**src/rtl/game_pkg.sv**
```systemverilog
// Shared types and constants for the game sequencer.
// State enum, mode codes, level limit, score width.
package game_pkg;

  typedef enum logic [1:0] {
    ST_HOME,
    ST_PLAY,
    ST_END
  } state_t;

  localparam logic [3:0] MODE_HOME      = 4'd0;
  localparam logic [3:0] MODE_END       = 4'd1;
  localparam logic [3:0] MODE_PLAY_BASE = 4'd2;
  localparam logic [1:0] LEVEL_MAX      = 2'd2;
  localparam int         SCORE_W        = 11;

  function automatic logic [3:0] mode_of(
    input state_t     s,
    input logic [1:0] lvl
  );
    logic [3:0] m;
    m = MODE_HOME;
    unique case (s)
      ST_HOME: m = MODE_HOME;
      ST_PLAY: m = MODE_PLAY_BASE + {2'b00, lvl};
      ST_END:  m = MODE_END;
      default: m = MODE_HOME;
    endcase
    return m;
  endfunction

endpackage

```
**src/rtl/btn_debounce.sv**
```systemverilog
// Button debouncer: 2-flop sync, stable-count filter, press pulse.
// Ports: CLK, RST (sync, high), raw in; level (filtered), press (1-cycle on rise).
module btn_debounce #(
  parameter int DEB_CYCLES = 1_000_000
) (
  input  logic CLK,
  input  logic RST,
  input  logic raw,
  output logic level,
  output logic press
);

  localparam int CW = $clog2(DEB_CYCLES + 1);
  localparam logic [CW-1:0] CNT_LAST = CW'(DEB_CYCLES - 1);

  logic          s1;
  logic          s2;
  logic [CW-1:0] cnt;

  // Any cycle agreeing with the accepted level restarts the count,
  // so only an unbroken run of DEB_CYCLES differing cycles is accepted.
  always_ff @(posedge CLK) begin
    if (RST) begin
      s1    <= 1'b0;
      s2    <= 1'b0;
      level <= 1'b0;
      press <= 1'b0;
      cnt   <= '0;
    end else begin
      s1    <= raw;
      s2    <= s1;
      press <= 1'b0;
      if (s2 != level) begin
        if (cnt == CNT_LAST) begin
          level <= s2;
          press <= s2;
          cnt   <= '0;
        end else begin
          cnt <= cnt + 1'b1;
        end
      end else begin
        cnt <= '0;
      end
    end
  end

endmodule

```
**src/rtl/game_ctrl.sv**
```systemverilog
// Game sequencer: HOME -> PLAY -> END, level select, score keeping.
// Ports: CLK, RST, btn_*, over, score in; mode, level, game_rst, scores out.
module game_ctrl
  import game_pkg::*;
#(
  parameter int DEB_CYCLES      = 1_000_000,
  parameter int END_HOLD_CYCLES = 200_000_000
) (
  input  logic               CLK,
  input  logic               RST,
  input  logic               btn_start,
  input  logic               btn_select,
  input  logic               btn_back,
  input  logic               over,
  input  logic [SCORE_W-1:0] score,
  output logic [3:0]         mode,
  output logic [1:0]         level,
  output logic               game_rst,
  output logic [SCORE_W-1:0] last_score,
  output logic [SCORE_W-1:0] best_score,
  output logic               new_record
);

  localparam int HW = $clog2(END_HOLD_CYCLES + 1);
  localparam logic [HW-1:0] HOLD_LAST = HW'(END_HOLD_CYCLES - 1);

  logic [2:0] btn_lvl;
  logic       start_p;
  logic       select_p;
  logic       back_p;

  btn_debounce #(.DEB_CYCLES(DEB_CYCLES)) u_start (
    .CLK   (CLK),
    .RST   (RST),
    .raw   (btn_start),
    .level (btn_lvl[0]),
    .press (start_p)
  );

  btn_debounce #(.DEB_CYCLES(DEB_CYCLES)) u_select (
    .CLK   (CLK),
    .RST   (RST),
    .raw   (btn_select),
    .level (btn_lvl[1]),
    .press (select_p)
  );

  btn_debounce #(.DEB_CYCLES(DEB_CYCLES)) u_back (
    .CLK   (CLK),
    .RST   (RST),
    .raw   (btn_back),
    .level (btn_lvl[2]),
    .press (back_p)
  );

  state_t             state_q;
  state_t             state_d;
  logic [1:0]         level_d;
  logic               grst_d;
  logic [SCORE_W-1:0] last_d;
  logic [SCORE_W-1:0] best_d;
  logic               rec_d;
  logic [HW-1:0]      hold_q;
  logic [HW-1:0]      hold_d;
  logic               hold_done;

  assign hold_done = (hold_q == HOLD_LAST);

  always_comb begin
    state_d = state_q;
    level_d = level;
    grst_d  = 1'b0;
    last_d  = last_score;
    best_d  = best_score;
    rec_d   = new_record;
    hold_d  = '0;
    unique case (state_q)
      ST_HOME: begin
        if (start_p) begin
          state_d = ST_PLAY;
          grst_d  = 1'b1;
        end else if (select_p) begin
          level_d = (level == LEVEL_MAX) ? 2'd0 : level + 2'd1;
        end
      end
      ST_PLAY: begin
        if (over) begin
          state_d = ST_END;
          last_d  = score;
          if (score > best_score) begin
            best_d = score;
            rec_d  = 1'b1;
          end else begin
            rec_d = 1'b0;
          end
        end else if (back_p) begin
          state_d = ST_HOME;
        end
      end
      ST_END: begin
        hold_d = hold_done ? hold_q : hold_q + 1'b1;
        // Early presses fall through here and are simply lost.
        if (hold_done && (start_p || back_p)) begin
          state_d = ST_HOME;
          rec_d   = 1'b0;
          hold_d  = '0;
        end
      end
      default: state_d = ST_HOME;
    endcase
  end

  always_ff @(posedge CLK) begin
    if (RST) begin
      state_q    <= ST_HOME;
      mode       <= MODE_HOME;
      level      <= 2'd0;
      game_rst   <= 1'b0;
      last_score <= '0;
      best_score <= '0;
      new_record <= 1'b0;
      hold_q     <= '0;
    end else begin
      state_q    <= state_d;
      mode       <= mode_of(state_d, level_d);
      level      <= level_d;
      game_rst   <= grst_d;
      last_score <= last_d;
      best_score <= best_d;
      new_record <= rec_d;
      hold_q     <= hold_d;
    end
  end

endmodule

```
**config.mk**
```make
export PLATFORM = sky130hd
export DESIGN_NAME = game_ctrl
export DESIGN_NICKNAME = d
export VERILOG_FILES = /design/src/rtl/game_pkg.sv /design/src/rtl/btn_debounce.sv /design/src/rtl/game_ctrl.sv
export SDC_FILE = /design/constraint.sdc
export NUM_CORES = 1
export LEC_CHECK = 0
export BUFFER_PORTS_ARGS = -buffer_cell sky130_fd_sc_hd__buf_4
export CORE_AREA = 2 2 153 155
export DETAILED_ROUTE_END_ITERATION = 6
export DIE_AREA = 0 0 155 157
export PLACE_DENSITY = 0.43
export SYNTH_ARGS = -nofsm -noshare
export SYNTH_HDL_FRONTEND = slang
export SYNTH_SLANG_ARGS = --single-unit
```
**constraint.sdc**
```tcl
create_clock -name CLK -period 2.8 [get_ports CLK]
set_input_delay 0 -clock CLK [delete_from_list [all_inputs] [get_ports CLK]]
set_output_delay 0 -clock CLK [all_outputs]
set_load 0.005 [all_outputs]
```
==> key figures <==
Outcome
  – Outcome: finished, final reports clean

Critical path
  – Largest delay share family, worst path: simple AND/OR/NAND/NOR gates
  – Worst Path Buf+Inv: 1
  – Critical Path Sink Type: flip-flop
  – Reg2Reg Launch Point: hold_q[11]
  – R2R Path End: mode[0]
  – R2R depth: 8
  – Critical Path Fanout Max: 5
  – R2R Setup Slk: between 400 and 500 ps
  – CP max stage delay: 550 ps
  – Critical path required time: between 3000 and 4000 ps
  – Critical path class: flip-flop to flip-flop
  – Critical-path cell list: or4b_4, nor4_4, nand4b_1, a31oi_1, inv_1, ha_1, o21bai_1, nor3b_1
  – CP Launch Type: flip-flop
  – Critical path arrival: 2580 ps
  – Worst path slowest cell: or4b_4

Die
  – DIE WIDTH: roughly 160 um
  – I/O pin cnt: between 40 and 50
  – Core ar.: approximately 23000 um^2
  – Die area: ~24000 um^2
  – Core Rows: 55
  – Die Y: 157 um
  – Starting Density: 25.9%

Power
  – Leakage: 0.00240 uW
  – Peak VDD IR: about 0.00029 V
  – Pwr dens: 598 nW/um^2

Global route
  – GRT Util Overall: about 11%
  – First-pass GRT wire length: 21.8 mm
  – Largest net degree at the start of global routing: 59
  – Remaining Overflow, GRT: 0
  – Vias in the first global route: about 4500
  – Initial antenna violation count: 0

Timing
  – Clock Skew: 9.02 ps
  – Total negative slack: 0 ps
  – Final Max Tran Viols: 0
  – Hold Fails Final Rpt: 0
  – Crit share post-route: 82.5%
  – Worst-margin pin slew: between 500 and 600 ps
  – RSZ-0062 raised after global routing: no
  – Post-layout min period: 2310 ps
  – F_max: around 0.43 GHz
  – Final setup violation count: 0
  – Setup WS post-layout: between 400 and 500 ps
  – Slew HR: between 50% and 60%
  – Min Hold Slack: approximately 47 ps

Clock network
  – CTS Buf Count: 17
  – Clock tree root buffer cell: clkbuf_16
  – Clock Pin Slew Worst Setup and Hold Paths: ~60 ps
  – CTS tree: yes
  – H-tree depth: 4
  – CTS max path bufs: 2
  – Clk sinks: roughly 130
  – Setup bufs post-CTS: 0
  – Clock Latency Late Sink: roughly 410 ps

Yosys
  – Syn avg cell area: slightly below 9 um^2
  – Top post-synthesis cells by area: dfxtp_1 45%, nor2_1 6.8%, xnor2_1 6.0%, xor2_1 5.0%, nand2_1 3.8%
  – Post-Syn Instances: approximately 670
  – Syn Std Cell Area: 5820 um^2
  – Synth top area share: a little under half
  – Area leader, netlist: dfxtp_1
  – Number of synthesized register bits: about 130
  – Post-synthesis sequential area ratio: 45.1%
  – Post-Syn Nets: 706
  – Synth cell types: 42
  – Synth warn: 0

Final layout
  – Commonest cells after routing, fill and taps aside: 131 x dfxtp_1, 105 x nor2_1, 59 x nand2_1, 51 x buf_4, 40 x xnor2_1
  – Final core utilization: roughly a third
  – Ant diodes: 0
  – Fill count: around 2400
  – Nets: approximately 770
  – Share of cells above drive strength 1: between 10% and 20%
  – Most common cell after layout, fill and taps aside: dfxtp_1
  – Final Non-Filler Cells: about 1000
  – Synth-to-layout area growth: 24.0%

Drt
  – DRT iter0 DRCs: between 150 and 200
  – Vias: roughly 4500
  – WL/cell: about 12 um
  – TritonRoute pass-1 iters: 4
  – Vias/cell: ~4.4
  – ANT nets after route: 0
  – Post-route DRC: 0
  – Final WL: about 13 mm

Min path
  – Type of the worst min-delay path: input port to flip-flop
  – HP Start: over
  – Hold endpoint: state_q[0]
  – Hold Path Depth: 5

Job
  – MaxCap Viol Count: 0

Placement
  – Pre-CTS WS: between 500 and 600 ps
  – Placed insts: between 900 and 1000
  – Gp weighted congestion: just over 0.7
  – I/O Buffers: 45
  – Dpl hpwl: roughly 8.6 mm
==> registers in the layout (all words and copies together), names as in the netlist, 2 cells and up <==
name          cells
best_score       11
u_select.cnt     20
mode              3
u_start.cnt      20
state_q           2
u_back.cnt       20
last_score       11
level             2
hold_q           28
==> area by class of cell <==
type / instances / area, um^2 / share of cell area, %
multi-input combinational: 496 / 3010 / 41.6
sequential: 131 / 2620 / 36.3
timing repair buffer: 65 / 523 / 7.25
clock buffer: 18 / 439 / 6.08
tap: 285 / 357 / 4.94
clock inverter: 13 / 185 / 2.57
inverter: 23 / 86.3 / 1.20
==> stage by stage <==
stage                     area (um^2)  power, uW
after global routing             7220       4500
after floorplan                  5820       1960
final                            7220       4320
after CTS                        7220       4400
after detailed placement         6450       1990
after global placement           6450       2000
==> where the power goes <==
group	total [uW]	leakage (uW)	internal [uW]	switching [uW]
logic	95.3	0.00106	49.3	46.0
clock network	2350	0.000290	1510	841
registers	1870	0.00106	1870	3.19
total	4320	0.00240	3430	890
==> worst max-delay path by stage <==
stage	from	endpoint	slack (ps)	cells after the start
global route	hold_q[11]	mode[0]	270	8
finish	hold_q[11]	mode[0]	490	8
floorplan	hold_q[11]	mode[0]	740	8
detailed placement	hold_q[11]	mode[0]	520	8
global placement	hold_q[11]	mode[0]	540	8
CTS	hold_q[11]	mode[0]	490	8
==> cells in the mapped netlist (all sizes together) <==
master,n
xnor2,40
nand3,31
o21bai,1
nor2b,6
nor2,105
and2,4
or4b,3
or2,2
or3,12
nor4,10
nor4bb,1
a31oi,1
o21a,3
mux2i,13
dfxtp,131
nor4b,6
nand2,61
nor3b,4
o211ai,1
nand4,24
clkbuf,12
and3,15
nor3,21
o21ai,12
xor2,33
and4,10
nand4b,1
a211oi,2
buf,10
nand2b,23
conb,1
inv,23
ha,17
a21o,1
a21oi,32
==> timing repair <==
action	CTS	global route
hold endpoints to repair	25	0
hold buffers	14	0
resized for setup	0	0
==> metal layers <==
metal | global-route usage (%) | share of wire, %
met3 | 3.19 | 3.3
met2 | 17.3 | 45
met4 | 4.19 | 1.1
met5 | 0 | 0
met1 | 14.4 | 51
==> worst reg2reg max path: stages, from the launching register on <==
cell and delay [ps]:
dfxtp_1 340, or4b_4 550, nor4_4 210, nand4b_1 230, a31oi_1 320, inv_1 80
ha_1 180, o21bai_1 140, nor3b_1 130
==> logic make-up after synthesis <==
logic type               after synthesis  share of synthesized area (%)
flip-flops                           131                           45.1
AO/OA/AOI/OAI                         53                           4.92
AND/OR/NAND/NOR                      339                           29.8
buffers and inverters                 45                           3.31
adder cells (fa/ha/maj)               17                           3.65
multiplexers                          13                           2.24
other                                  1                         0.0644
XOR/XNOR                              73                           11.0
Power figures use the tool's default switching activity.
